$ cat src/rtl/ball_collision_detector.sv
// Per-frame ball/rope and ball/player overlap detector with post-hit invulnerability.
// Optional saturating hit counters are built when BALL_HIT_COUNTER_EN is defined.
//
// state      | meaning
// WAIT_FRAME | after reset, requests ignored until the first startOfFrame
// SCAN       | rope detection open, accumulating overlaps for this frame
// LOCKED     | a rope hit is latched, later rope overlaps are discarded
// REPORT     | one-cycle result pulse for the previous frame
module ball_collision_detector #(
    parameter int NUM_BALLS     = 15,
    parameter int INVULN_FRAMES = 60
) (
    input  logic                 clk,
    input  logic                 resetN,
    input  logic                 startOfFrame,
    input  logic [NUM_BALLS-1:0] ballRequests,
    input  logic                 ropeRequest,
    input  logic                 playerRequest,
    output logic [NUM_BALLS-1:0] ballHitRope,
    output logic                 ropeHit,
    output logic                 playerHit,
`ifdef BALL_HIT_COUNTER_EN
    output logic [7:0]           ropeHitCount,
    output logic [3:0]           playerHitCount,
`endif
    output logic                 invulnerable
);

    localparam int CNT_W = (INVULN_FRAMES < 1) ? 1 : $clog2(INVULN_FRAMES + 1);

    typedef enum logic [1:0] {
        WAIT_FRAME = 2'd0,
        SCAN       = 2'd1,
        LOCKED     = 2'd2,
        REPORT     = 2'd3
    } state_t;

    state_t               state, nextState;
    logic [NUM_BALLS-1:0] ropeHitReg, ropeHitNext, lowestBall;
    logic                 playerAcc, playerAccNext;
    logic [CNT_W-1:0]     invulnCnt, invulnCntNext;
    logic                 anyBall, frameLive, frameEnd, ropeOpen, ropeLatch;

    always_comb begin
        anyBall    = |ballRequests;
        lowestBall = ballRequests & (~ballRequests + NUM_BALLS'(1));
        frameLive  = (state != WAIT_FRAME) || startOfFrame;
        frameEnd   = startOfFrame && (state != WAIT_FRAME);
        // The startOfFrame pixel sees the cleared accumulator, so the lock reopens then.
        ropeOpen   = frameLive && (frameEnd || (ropeHitReg == '0));
        ropeLatch  = ropeOpen && ropeRequest && anyBall;

        ropeHitNext = ropeHitReg;
        if (ropeLatch)
            ropeHitNext = lowestBall;
        else if (frameEnd)
            ropeHitNext = '0;

        playerAccNext = frameEnd ? 1'b0 : playerAcc;
        if (frameLive && playerRequest && anyBall)
            playerAccNext = 1'b1;

        invulnCntNext = invulnCnt;
        if (playerHit)
            invulnCntNext = CNT_W'(INVULN_FRAMES);
        else if (startOfFrame && (invulnCnt != '0))
            invulnCntNext = invulnCnt - CNT_W'(1);
    end

    always_comb begin
        nextState = state;
        case (state)
            WAIT_FRAME: if (startOfFrame) nextState = (ropeHitNext != '0) ? LOCKED : SCAN;
            SCAN:       if (startOfFrame) nextState = REPORT;
                        else if (ropeLatch) nextState = LOCKED;
            LOCKED:     if (startOfFrame) nextState = REPORT;
            REPORT:     if (startOfFrame) nextState = REPORT;
                        else nextState = (ropeHitNext != '0) ? LOCKED : SCAN;
            default:    nextState = WAIT_FRAME;
        endcase
    end

    always_ff @(posedge clk or negedge resetN) begin
        if (!resetN) begin
            state        <= WAIT_FRAME;
            ropeHitReg   <= '0;
            playerAcc    <= 1'b0;
            invulnCnt    <= '0;
            ballHitRope  <= '0;
            ropeHit      <= 1'b0;
            playerHit    <= 1'b0;
            invulnerable <= 1'b0;
        end else begin
            state        <= nextState;
            ropeHitReg   <= ropeHitNext;
            playerAcc    <= playerAccNext;
            invulnCnt    <= invulnCntNext;
            // Suppression uses the count as it stood before this frame's decrement.
            ballHitRope  <= frameEnd ? ropeHitReg : '0;
            ropeHit      <= frameEnd && (ropeHitReg != '0);
            playerHit    <= frameEnd && playerAcc && (invulnCnt == '0);
            invulnerable <= (invulnCntNext != '0);
        end
    end

`ifdef BALL_HIT_COUNTER_EN
    always_ff @(posedge clk or negedge resetN) begin
        if (!resetN) begin
            ropeHitCount   <= '0;
            playerHitCount <= '0;
        end else begin
            if (ropeHit && (ropeHitCount != 8'hFF))
                ropeHitCount <= ropeHitCount + 8'd1;
            if (playerHit && (playerHitCount != 4'hF))
                playerHitCount <= playerHitCount + 4'd1;
        end
    end
`endif

endmodule

$ cat config.mk
export PLATFORM = sky130hd
export DESIGN_NAME = ball_collision_detector
export DESIGN_NICKNAME = d
export VERILOG_FILES = /design/src/rtl/ball_collision_detector.sv
export SDC_FILE = /design/constraint.sdc
export NUM_CORES = 1
export LEC_CHECK = 0
export ABC_AREA = 1
export BUFFER_PORTS_ARGS = -buffer_cell sky130_fd_sc_hd__buf_2
export CORE_MARGIN = 1.5
export CORE_UTILIZATION = 50
export CTS_CLUSTER_SIZE = 30
export DETAILED_ROUTE_END_ITERATION = 8
export PLACE_DENSITY = 0.73
export SYNTH_ARGS = -nofsm -noshare
export SYNTH_HDL_FRONTEND = slang
export SYNTH_SLANG_ARGS = --single-unit
$ cat constraint.sdc
create_clock -name clk -period 2.3 [get_ports clk]
set_input_delay 0.46 -clock clk [delete_from_list [all_inputs] [get_ports clk]]
set_output_delay 0.46 -clock clk [all_outputs]
set_load 0.05 [all_outputs]
# After elaboration in Yosys (flattened, before gate mapping)
# Index checks and enable logic that the tools add are counted.
dict set report totals {
  ff_bits 42
}
dict set report classes {
  addsub 2
  eq_ne 6
  n_bitwise 2
  muxes 14
  reduce_logical 23
}
# cell count
set ops {}
lappend ops {{$mux W15} 3}
lappend ops {{$reduce_bool A15 Y1} 2}
lappend ops {{$add A15 B1 Y15 const B} 1}
lappend ops {{$and A15 B15 Y15} 1}
lappend ops {{$logic_not A15 Y1} 1}
lappend ops {{$not A15 Y15} 1}
lappend ops {{$reduce_or A15 Y1} 1}
lappend ops {{$mux W2} 6}
lappend ops {{$mux W6} 2}
lappend ops {{$reduce_bool A6 Y1} 2}
lappend ops {{$logic_and A1 B1 Y1} 10}
lappend ops {{$pmux W2 S4} 1}
lappend ops {{$logic_not A6 Y1} 1}
lappend ops {{$sub A6 B1 Y6 const B} 1}
lappend ops {{$eq A2 B2 Y1 const B} 2}
lappend ops {{$ne A2 B2 Y1 const B} 2}
lappend ops {{$reduce_bool A2 Y1} 2}
lappend ops {{$ne A3 B3 Y1 const B} 1}
lappend ops {{$reduce_and A3 Y1} 1}
lappend ops {{$eq A2 B1 Y1 const B} 1}
lappend ops {{$logic_not A2 Y1} 1}
lappend ops {{$logic_or A1 B1 Y1} 2}
lappend ops {{$mux W1} 2}

# Longest topological paths before layout
# Gate-level depths: netlist (run 1).
dict set report logic_depth {
  word_depth 11
  ltp_mapped 15
  depth_no_buf 14
}

# Worst setup path after synthesis (run 1)
# No wires, ideal clock.
dict set report synth_path {
  kind {input to register}
  from {input ballRequests[4]}
  to {register state[1]}
  slack_ps 564
  stages 13
  arrival_time_ps 1617
  required_ps 2181
  path_buffers 1
  cell_sequence {nor2_1 nand2_2 nor2_8 nand2_4 buf_6 nand4_2 nand2_2 nor2_2 nand2_1 nor2_2 nand2_1 o22ai_1 inv_1}
}
dict set report synth_via {
  elab_chain_len 8
  word_cells_on_any_way 13
}
# element line
set synth_rtl {}
lappend synth_rtl {{from (decl)} 16} ;# input logic [NUM_BALLS-1:0] ballRequests,
lappend synth_rtl {{$not A15 Y15} 46} ;# lowestBall = ballRequests & (~ballRequests + NUM_BALLS'(1));
lappend synth_rtl {{$add A15 B1 Y15} 46}
lappend synth_rtl {{$and A15 B15 Y15} 46}
lappend synth_rtl {{$mux W15 *} 54} ;# if (ropeLatch)
lappend synth_rtl {{via ropeHitNext[7]} 39} ;# logic [NUM_BALLS-1:0] ropeHitReg, ropeHitNext, lowestBall;
lappend synth_rtl {{$reduce_bool A15 Y1 *} {73, 78}}
lappend synth_rtl {{$mux W2 *} {73, 78}}
lappend synth_rtl {{$mux W2, on equally long branches} {77, 73}}
lappend synth_rtl {{$pmux W2 S4 *} 72} ;# case (state)
lappend synth_rtl {{to (signal assigned)} 94} ;# state <= nextState;
lappend synth_rtl {{to (decl)} 38} ;# state_t state, nextState;
# The timed path passes the listed nets; every way through them passes the cells marked *. The select of a mux whose other input is x is not followed.
# A chain may end at the register's enable or synchronous reset.

# Final worst setup path (run 1)
dict set report layout_path {
  from {register ropeHitReg[6]}
  to {register state[1]}
}
dict set report layout_via {
  elab_chain_len 10
  word_cells_on_any_way 14
}
# element line
set layout_rtl {}
lappend layout_rtl {{from (decl)} 39}
lappend layout_rtl {{from (signal assigned)} 95} ;# ropeHitReg <= ropeHitNext;
lappend layout_rtl {{$logic_not A15 Y1} 50} ;# ropeOpen = frameLive && (frameEnd || (ropeHitReg == '0));
lappend layout_rtl {{$logic_or A1 B1 Y1} 50}
lappend layout_rtl {{$logic_and A1 B1 Y1} 50}
lappend layout_rtl {{$logic_and A1 B1 Y1 (2 in a row)} 51} ;# ropeLatch = ropeOpen && ropeRequest && anyBall;
lappend layout_rtl {{$mux W15} 54}
lappend layout_rtl {{$reduce_bool A15 Y1} {73, 78}}
lappend layout_rtl {{$mux W2} {73, 78}}
lappend layout_rtl {{$mux W2, on equally long branches} {77, 73}}
lappend layout_rtl {{$pmux W2 S4} 72}
# Several ways; a longest one is shown, not always the timed one. The select of a mux whose other input is x is not followed.

==> results.ini, run 1 <==
[yosys]
synth_commonest_cells = sky130_fd_sc_hd__nand2_1 (58), sky130_fd_sc_hd__nor2_1 (46), sky130_fd_sc_hd__dfrtp_1 (42)
synthXorXnorAreaFrac_pct = 0
synth_adder_area_share_pct = 1.165
synthCells = 263
synth-compound-area-share_pct = 3.727
post-synth-top-area-fraction_pct = 48.92
seq_area_frac_synth_pct = 48.92
ys_top_cells_by_area = sky130_fd_sc_hd__dfrtp_1 (49%), sky130_fd_sc_hd__nand2_1 (10%), sky130_fd_sc_hd__nor2_1 (8.0%), sky130_fd_sc_hd__inv_1 (5.9%), sky130_fd_sc_hd__nand4_2 (3.5%)
synth_area_mm2 = 0.002148
synthDistinctLibCells = 28
post_synth.cell_area_avg_um2 = 8.168
synth-edff-count = 0
asyncSetResetFlopFracSynth_pct = 100.0
dominant_combinational_cell_family_by_area_after_synthesis = simple AND/OR/NAND/NOR gates
yosys.area_share.simple_pct = 37.62
synthesis.yosys.warnings = 0
synth_top_flop_cell = sky130_fd_sc_hd__dfrtp_1
post_synth_mux_area_share_pct = 0
synth_nets = 285
yosys_register_bits = 42
synth.most_common_cell = sky130_fd_sc_hd__nand2_1
post-synth-top-area-cell = sky130_fd_sc_hd__dfrtp_1

[power]
power_density_mw_per_mm2 = 794.7
leakage_nw = 1.363
ir_drop_uv = 284.1

[critical_path]
worst_path_dominant_cell_family = simple AND/OR/NAND/NOR gates
max_stage_delay_ns = 0.39
slack_of_the_worst_reg_to_reg_path_ns = 0.32
cp.arrival_ns = 2.16
worst-endpoint-required_ns = 2.48
critical_path.most_common_cell = sky130_fd_sc_hd__nand2_1
crit_path_class = reg2reg
critical_path_peak_fanout = 16
critPathBufInv = 2
timing.critical_path.cells = nor2_1, nand2_1, nor2_1, nand2_1, nand2_4, nand3_1, nand2_1, inv_1, o21bai_1, o21ai_0, o22ai_1, inv_1
crit_path_start_kind = flop
endpoint_kind = flop
slowest_stage = sky130_fd_sc_hd__dfrtp_1

[sta]
grt_setup_unrepaired = no
maxSlewViolCount = 0
timing.final.crit_share_pct = 86.12
final.setup.tns_ns = 0
fmaxAchievable_ghz = 0.5048
finalClockSkew_ns = 0.002657
tightestPinTransition_ns = 0.5038
setup_violations = 0
maxSlewHeadroom_pct = 66.41
period_needed_ns = 1.981
hold_viol = 0

[routing]
wl_per_cell_um = 11.04
first_drt_iteration_drcs = 181
routed_wirelength_um = 3898
route.detailed.drc = 0
dr_total_vias = 1713
first_pass_iters = 4
avgViaCountPerCell = 4.853
antenna_violating_nets_post_route = 0

[floorplan]
design.die.area_mm2 = 0.004699
effective_utilization_at_floorplan_pct = 52.94
core_area_mm2 = 0.004058
fp.dieW_um = 68.55
die_h_um = 68.55
placement_rows = 23
io_pins = 38

[layout]
num-nets-final = 325
drive_gt1_share_pct = 25.74
final_area_mm2 = 0.002451
num_antenna_cells = 0
area_growth_syn_to_layout_pct = 14.09

[clocking]
numCtsBuffers = 5
num_clock_sinks = 42
clock_latency_ns = 0.28
ctsRootBufferMaster = sky130_fd_sc_hd__clkbuf_8
cts_tree = done
cts_setup_buffers = 0
cts_max_path_buffers = 2
worst_setup_hold_path_clk_slew_ns = 0.07
htree_levels = 2

[global_route]
grt_use_total_pct = 18.84
grt_start_max_net_pins = 43
globalRouteOverflowTotal = 0
antenna_found_initial = 0
grt_first_pass_wirelength_um = 6465
via_count_of_the_first_global_routing_pass = 1463

[hold_path]
worst_hold_class = in2async

[placement]
place.detailed.hpwl_um = 2926
placedInstanceArea_mm2 = 0.002370
io_buffer_count = 37
routabilityCongestion = 0.8912

[run_status]
outcome = finished clean

[flow_run]
max_cap_violations = 0

==> per-stage QoR <==
step / power, mW / utilization (%) / instances / hold WS [ns] / setup slack [ns]
after floorplan: 1.381 / - / 263 / 0.1644 / 0.5638
after global placement: 1.510 / 58.40 / 346 / 0.4643 / 0.2977
after detailed placement: 1.526 / 58.40 / 346 / 0.4959 / 0.2411
after CTS: 1.956 / 60.28 / 353 / 0.2414 / 0.2435
after global routing: 2.099 / 60.41 / 353 / 0.2700 / 0.009349
final: 1.948 / 60.41 / 353 / 0.2229 / 0.3192
==> repair_timing <==
item | in CTS | in global routing
hold buffers | 0 | 0
endpoints found under the setup margin | 0 | 1
gates resized for setup | 0 | 1
==> per-layer routing <==
layer  GRT usage (%)  wire [um]  vias to the layer above
li1                -          -                      901
met1           27.74       2006                      749
met2           25.84       1585                       59
met3           4.383        232                        4
met4           9.000         73                        0
met5               0          0                        -
==> state kept, by name, summed over array words and instances, names as in the netlist <==
name	count
playerAcc	1
state	2
ropeHit	1
ropeHitReg	15
invulnerable	1
invulnCnt	6
ballHitRope	15
playerHit	1
==> path summary, 6_finish.rpt <==
check,startpoint,depth (start not counted),to
max,ropeHitReg[6]$_DFF_PN0_,12,state[1]$_DFFE_PN0P_
min,resetN,2,ropeHitReg[8]$_DFF_PN0_
max reg2reg,ropeHitReg[6]$_DFF_PN0_,12,state[1]$_DFFE_PN0P_
min reg2reg,playerAcc$_DFFE_PN0P_,2,playerAcc$_DFFE_PN0P_
max in group asynchronous,resetN,2,ballHitRope[6]$_DFF_PN0_
min in group clk,playerRequest,3,playerAcc$_DFFE_PN0P_
==> cells by family after synthesis <==
group,after synthesis
flops,42
buf+inv,44
simple gates,161
compound gates,14
fa+ha+maj,2
==> placed cells by master (no fill, tap or decap), types with 2 or more instances in the layout <==
cell type,Yosys,layout
sky130_fd_sc_hd__a21oi_1,4,4
sky130_fd_sc_hd__buf_2,0,37
sky130_fd_sc_hd__buf_4,1,2
sky130_fd_sc_hd__clkbuf_1,3,2
sky130_fd_sc_hd__clkbuf_8,0,5
sky130_fd_sc_hd__dfrtp_1,42,42
sky130_fd_sc_hd__ha_1,2,2
sky130_fd_sc_hd__inv_1,34,34
sky130_fd_sc_hd__inv_2,4,4
sky130_fd_sc_hd__nand2_1,58,58
sky130_fd_sc_hd__nand2_2,10,9
sky130_fd_sc_hd__nand2_4,2,3
sky130_fd_sc_hd__nand3_1,9,9
sky130_fd_sc_hd__nand4_1,9,9
sky130_fd_sc_hd__nand4_2,6,6
sky130_fd_sc_hd__nor2_1,46,46
sky130_fd_sc_hd__nor2_2,7,7
sky130_fd_sc_hd__nor2_4,3,3
sky130_fd_sc_hd__nor3_1,6,6
sky130_fd_sc_hd__nor3b_1,2,2
sky130_fd_sc_hd__o21ai_0,4,4
sky130_fd_sc_hd__o21ai_1,2,2
==> final cells by class <==
class	count	area, um^2
inverters	38	142.6
clock buffers	7	76.32
well taps	50	62.56
repair buffers	39	200.2
fillers	359	1607
flip-flops and latches	42	1051
multi-input cells	177	918.4
==> worst register-to-register path, cell delays in order, from the launching register on <==
cell	delay [ns]
sky130_fd_sc_hd__dfrtp_1	0.39
sky130_fd_sc_hd__nor2_1	0.11
sky130_fd_sc_hd__nand2_1	0.06
sky130_fd_sc_hd__nor2_1	0.16
sky130_fd_sc_hd__nand2_1	0.13
sky130_fd_sc_hd__nand2_4	0.19
sky130_fd_sc_hd__nand3_1	0.17
sky130_fd_sc_hd__nand2_1	0.10
sky130_fd_sc_hd__inv_1	0.05
sky130_fd_sc_hd__o21bai_1	0.19
sky130_fd_sc_hd__o21ai_0	0.13
sky130_fd_sc_hd__o22ai_1	0.15
sky130_fd_sc_hd__inv_1	0.05
==> power by group <==
| group | leakage, nW | switching, mW | internal, mW | total, mW |
|---|---|---|---|---|
| clock network | 0.0383 | 0.219 | 0.209 | 0.428 |
| registers | 0.548 | 0.0771 | 0.850 | 0.927 |
| logic | 0.777 | 0.406 | 0.187 | 0.593 |
| total | 1.36 | 0.702 | 1.25 | 1.95 |
Power figures use the tool's default switching activity.
==> inputs of run 2 (changes only) <==
CORE_ASPECT_RATIO = 1.2   (was default)
==> results.ini, run 2 (synthesis gave the netlist of run 1 again) <==
[run_status]
outcome = finished clean

[sta]
maxSlewHeadroom_pct = 73.25  ; +6.8 points
setup_violations = 0  ; unchanged
finalHoldWorstSlack_ns = 0.09205  ; -0.1309 ns
final.setup.tns_ns = 0  ; unchanged
fmaxAchievable_ghz = 0.5298  ; +4.9%
grt_setup_unrepaired = no
tightestPinTransition_ns = 0.4013  ; -0.1026 ns
hold_viol = 0  ; unchanged
maxSlewViolCount = 0  ; unchanged
timing.final.crit_share_pct = 82.07  ; -4.1 points
finalClockSkew_ns = 0.006858  ; +0.004202 ns
period_needed_ns = 1.888  ; -0.09329 ns

[clocking]
clock_latency_ns = 0.29  ; about the same
cts_setup_buffers = 0  ; unchanged
cts_max_path_buffers = 2  ; unchanged
worst_setup_hold_path_clk_slew_ns = 0.07  ; about the same
num_clock_sinks = 42  ; unchanged
ctsRootBufferMaster = sky130_fd_sc_hd__clkbuf_8
cts_tree = done
numCtsBuffers = 5  ; unchanged
ctsHoldBuffers = 0  ; unchanged
post_cts_resize_count = 0  ; unchanged
htree_levels = 2  ; unchanged

[routing]
route.detailed.drc = 0  ; unchanged
dr_total_vias = 1693  ; -1.2%
routed_wirelength_um = 3705  ; -5.0%
first_drt_iteration_drcs = 66  ; -64%
antenna_violating_nets_post_route = 0  ; unchanged
total_met3_wirelength_after_detailed_routing_um = 176  ; -24%
wl_met1_um = 1764  ; -12%
first_pass_iters = 4  ; unchanged
wl_met2_um = 1673  ; +5.6%
avgViaCountPerCell = 4.716  ; -2.8%
route.top_layer_used = met4
wl_per_cell_um = 10.32  ; -6.5%

[global_route]
grt_first_pass_wirelength_um = 6479  ; +0.22%
antenna_found_initial = 0  ; unchanged
via_count_of_the_first_global_routing_pass = 1510  ; +3.2%
grt_start_max_net_pins = 34  ; -21%
grt_use_total_pct = 18.06  ; -0.78 points
globalRouteOverflowTotal = 0  ; unchanged

[critical_path]
worst-endpoint-required_ns = 2.48  ; about the same
ff2ff_path_depth = 13  ; +1
timing.critical_path.cells = nor2_1, nand2_1, nor2_1, nand2_1, nand2_2, buf_4, nand4_1, nand2_1, nand3_1, nor2_2, nand2_1, o22ai_1, inv_1
crit_path_start_kind = flop
critPathBufInv = 2  ; unchanged
worst_path_dominant_cell_family = simple AND/OR/NAND/NOR gates
worst_r2r_startpoint = ropeHitReg[12]$_DFF_PN0_
slack_of_the_worst_reg_to_reg_path_ns = 0.41  ; +0.09 ns
critical_path.most_common_cell = sky130_fd_sc_hd__nand2_1
endpoint_kind = flop
crit_path_class = reg2reg
critical_path_peak_fanout = 15  ; -1
regToRegEndpoint = state[1]$_DFFE_PN0P_
slowest_stage = sky130_fd_sc_hd__dfrtp_1
max_stage_delay_ns = 0.41  ; +0.02 ns
cp.arrival_ns = 2.07  ; -0.09 ns

[placement]
placedInstanceArea_mm2 = 0.002390  ; +0.84%
place.detailed.hpwl_um = 2884  ; -1.4%
io_buffer_count = 37  ; unchanged
routabilityCongestion = 0.8458  ; -5.1%
numPlacedInstances = 352  ; +1.7%

[layout]
layout_commonest_cell = sky130_fd_sc_hd__nand2_1
area_of_the_multi_input_gates_um2 = 913.4  ; -0.54%
stdcell_count = 359  ; +1.7%
area_growth_syn_to_layout_pct = 14.79
layout.area.seq_mm2 = 0.001051  ; unchanged
reg_top3 = ballHitRope x15, ropeHitReg x15, invulnCnt x6
num_antenna_cells = 0  ; unchanged
num-nets-final = 327  ; +0.62%
filler_cell_count = 376  ; +4.7%
drive_gt1_share_pct = 26.23  ; +0.49 points
final_cell_mix = sky130_fd_sc_hd__nand2_1 (58), sky130_fd_sc_hd__nor2_1 (46), sky130_fd_sc_hd__dfrtp_1 (42)
final_area_mm2 = 0.002466  ; +0.61%

[floorplan]
fp.dieW_um = 62.84  ; -8.3%
die_h_um = 74.81  ; +9.1%
effective_utilization_at_floorplan_pct = 53.24  ; +0.30 points
io_pins = 38  ; unchanged
design.die.area_mm2 = 0.004700  ; about the same
placement_rows = 25  ; +8.7%
core_area_mm2 = 0.004035  ; -0.56%

[power]
leakage_nw = 1.370  ; +0.52%
power_switching_share_pct = 35.28  ; -0.78 points
fin_total_pwr_mw = 1.934  ; -0.73%
power_frac_clock_pct = 21.8  ; -0.2 points
intPower_mw = 1.252  ; +0.47%
share_comb_of_total_power_pct = 30.4  ; about the same
power_frac_seq_pct = 47.8  ; +0.2 points
ir_drop_uv = 239.3  ; -16%
netSwitchingPower_mw = 0.6821  ; -2.9%
power_density_mw_per_mm2 = 784.1  ; -1.3%

[hold_path]
worst_hold_class = in2async

[flow_run]
max_cap_violations = 0  ; unchanged

-- run 2: changes by cell type in the layout (fill, tap and decap cells not counted), sizes merged --
cell,delta
buf,+2
-- run 2: worst max-delay path by stage --
stage                        startpoint              endpoint  cells after the start
2_1_floorplan           ballRequests[4]  state[1]$_DFFE_PN0P_                     13
3_3_place_gp            ballRequests[4]  state[1]$_DFFE_PN0P_                     13
3_5_place_dp            ballRequests[4]  state[1]$_DFFE_PN0P_                     13
4_1_cts        ropeHitReg[12]$_DFF_PN0_  state[1]$_DFFE_PN0P_                     13
5_1_grt        ropeHitReg[12]$_DFF_PN0_  state[1]$_DFFE_PN0P_                     12
6_report       ropeHitReg[12]$_DFF_PN0_  state[1]$_DFFE_PN0P_                     13
-- run 2: power groups by stage --
stage	combinational [mW]	sequential, mW	clock, mW
2_1_floorplan	0.381	0.999	0
3_3_place_gp	0.578	0.935	0
3_5_place_dp	0.592	0.938	0
4_1_cts	0.593	0.925	0.434
5_1_grt	0.664	0.941	0.467
6_report	0.588	0.923	0.422
-- run 2: layout make-up --
class                      count  share of cell area, %
sequential                    42                  42.62
tap                           54                  2.740
timing repair buffer          41                  8.727
clock buffer                   7                  3.095
multi-input combinational    177                  37.04
inverter                      38                  5.784
-- run 2: layer usage --
layer	vias to the layer above	global-route usage [%]
li1	902	-
met1	737	22.80
met2	46	29.75
met3	8	4.335
met4	0	8.889
met5	-	0
-- run 2: per-stage QoR --
step / util, % / worst slack, ns
2_1_floorplan: - / 0.5638
3_3_place_gp: 59.22 / 0.2974
3_5_place_dp: 59.22 / 0.2375
4_1_cts: 61.12 / 0.4160
5_1_grt: 61.12 / 0.1339
6_report: 61.12 / 0.4125
==> inputs of run 3 (changes only) <==
clock period = 1.97 ns   (was 2.3 ns; I/O delays follow)
==> results.ini, run 3 (synthesis gave the netlist of run 1 again) <==
[sta]
tightestPinTransition_ns = 0.4434  ; +0.04212 ns
hold_viol = 0  ; unchanged
finalHoldWorstSlack_ns = 0.04723  ; -0.04482 ns
timing.final.crit_share_pct = 93.25  ; +11 points
fmaxAchievable_ghz = 0.5444  ; +2.7%
period_needed_ns = 1.837  ; -0.05051 ns
final.setup.tns_ns = 0  ; unchanged
setup_violations = 0  ; unchanged
maxSlewViolCount = 0  ; unchanged
maxSlewHeadroom_pct = 70.44  ; -2.8 points
finalClockSkew_ns = 0.003260  ; -0.003598 ns

[layout]
num_antenna_cells = 0  ; unchanged
area_growth_syn_to_layout_pct = 19.92
drive_gt1_share_pct = 30.45  ; +4.2 points
final_cell_mix = sky130_fd_sc_hd__nand2_1 (57), sky130_fd_sc_hd__nor2_1 (44), sky130_fd_sc_hd__dfrtp_1 (42)
reg_top3 = ballHitRope x15, ropeHitReg x15, invulnCnt x6
filler_cell_count = 361  ; -4.0%
layout_commonest_cell = sky130_fd_sc_hd__nand2_1
num-nets-final = 335  ; +2.4%

[clocking]
htree_levels = 2  ; unchanged
worst_setup_hold_path_clk_slew_ns = 0.07  ; about the same
numCtsBuffers = 5  ; unchanged
cts_max_path_buffers = 2  ; unchanged
clock_latency_ns = 0.28  ; about the same
cts_tree = done
ctsRootBufferMaster = sky130_fd_sc_hd__clkbuf_8
num_clock_sinks = 42  ; unchanged

[run_status]
outcome = finished clean

[critical_path]
critical_path.most_common_cell = sky130_fd_sc_hd__nand2_1
slack_of_the_worst_reg_to_reg_path_ns = 0.13  ; -0.28 ns
critical_path_peak_fanout = 4  ; -11
crit_path_start_kind = flop
worst-endpoint-required_ns = 2.15  ; -0.33 ns
timing.critical_path.cells = nor2_1, nand2_1, nor2_2, nand2_1, nand2_2, nand3_1, nand2_1, inv_1, o21bai_2, o21ai_0, o22ai_2, inv_1
slowest_stage = sky130_fd_sc_hd__dfrtp_1
crit_path_class = reg2reg
endpoint_kind = flop
max_stage_delay_ns = 0.40  ; about the same
cp.arrival_ns = 2.02  ; -0.05 ns

[routing]
first_pass_iters = 4  ; unchanged
avgViaCountPerCell = 4.730  ; +0.29%
route.detailed.drc = 0  ; unchanged
first_drt_iteration_drcs = 85  ; +29%
dr_total_vias = 1731  ; +2.2%
routed_wirelength_um = 3862  ; +4.2%
wl_per_cell_um = 10.55  ; +2.2%
antenna_violating_nets_post_route = 0  ; unchanged

[flow_run]
max_cap_violations = 0  ; unchanged

[floorplan]
io_pins = 38  ; unchanged
fp.dieW_um = 62.84  ; unchanged
placement_rows = 25  ; unchanged
core_area_mm2 = 0.004035  ; unchanged
design.die.area_mm2 = 0.004700  ; unchanged
effective_utilization_at_floorplan_pct = 53.24  ; unchanged
die_h_um = 74.81  ; unchanged

[global_route]
grt_start_max_net_pins = 24  ; -29%
grt_first_pass_wirelength_um = 6030  ; -6.9%
antenna_found_initial = 0  ; unchanged
grt_use_total_pct = 16.64  ; -1.4 points
globalRouteOverflowTotal = 0  ; unchanged
via_count_of_the_first_global_routing_pass = 1404  ; -7.0%

[hold_path]
worst_hold_class = in2async

[placement]
io_buffer_count = 37  ; unchanged
place.detailed.hpwl_um = 2950  ; +2.3%
routabilityCongestion = 0.8447  ; -0.13%

[power]
fin_total_pwr_mw = 2.367  ; +22%
ir_drop_uv = 330.0  ; +38%
leakage_nw = 1.423  ; +3.8%
power_density_mw_per_mm2 = 918.6  ; +17%

run 3: changes by cell type in the layout (fill, tap and decap cells not counted), sizes merged:
cell    before  now
buf         41   49
clkbuf       7    6
run 3: worst paths after layout:
path,start,endpoint,depth (start not counted)
setup reg to reg,ropeHitReg[5]$_DFF_PN0_,state[1]$_DFFE_PN0P_,12
min in group clk,playerRequest,playerAcc$_DFFE_PN0P_,3
hold reg to reg,invulnCnt[5]$_DFF_PN0_,invulnCnt[5]$_DFF_PN0_,1
setup / recovery,ropeHitReg[5]$_DFF_PN0_,state[1]$_DFFE_PN0P_,12
max in group asynchronous,resetN,invulnCnt[2]$_DFF_PN0_,2
hold / removal,resetN,ballHitRope[9]$_DFF_PN0_,1
run 3: layer usage:
layer  routed length, um  global-route usage [%]  vias to the layer above  share of wire [%]
li1                    -                       -                      919                  -
met1                1851                   22.37                      770                 48
met2                1806                   26.76                       39                 47
met3                 167                   3.587                        3                4.3
met4                  36                   6.667                        0               0.93
met5                   0                       0                        -                  0
run 3: critical path, delay by kind of cell (launching register included):
kind / cells / cell delay [ns]
compound gates: 3 / 0.49
buf+inv: 2 / 0.12
flops: 1 / 0.40
simple gates: 7 / 0.71
run 3: per-stage QoR:
step	instances	setup WS, ns	utilization [%]	instance area [um^2]
floorplan	263	0.2998	-	2148
global placement	355	0.03452	60.09	2425
detailed placement	355	-0.01650	60.09	2425
CTS	361	0.1061	62.14	2507
global route	366	-0.04214	63.85	2576
finish	366	0.1330	63.85	2576
run 3: layout make-up:
type / instances / area (um^2) / share of cell area, %
Clock buffer: 6 / 82.58 / 3.205
Inverter: 38 / 142.6 / 5.537
Multi-Input combinational cell: 177 / 940.9 / 36.52
Sequential cell: 42 / 1051 / 40.80
Tap cell: 54 / 67.56 / 2.623
Timing Repair Buffer: 49 / 291.5 / 11.32
run 3: timing repair:
action	CTS	global route
gates resized for setup	0	8
endpoints found under the setup margin	0	3
setup buffers	0	5
hold buffers	0	0
run 3: report_power, final:
group,total [mW],leakage [nW],internal (mW),switching (mW)
sequential,1.08,0.548,0.992,0.0877
combinational,0.766,0.832,0.275,0.491
clock,0.521,0.0431,0.270,0.251
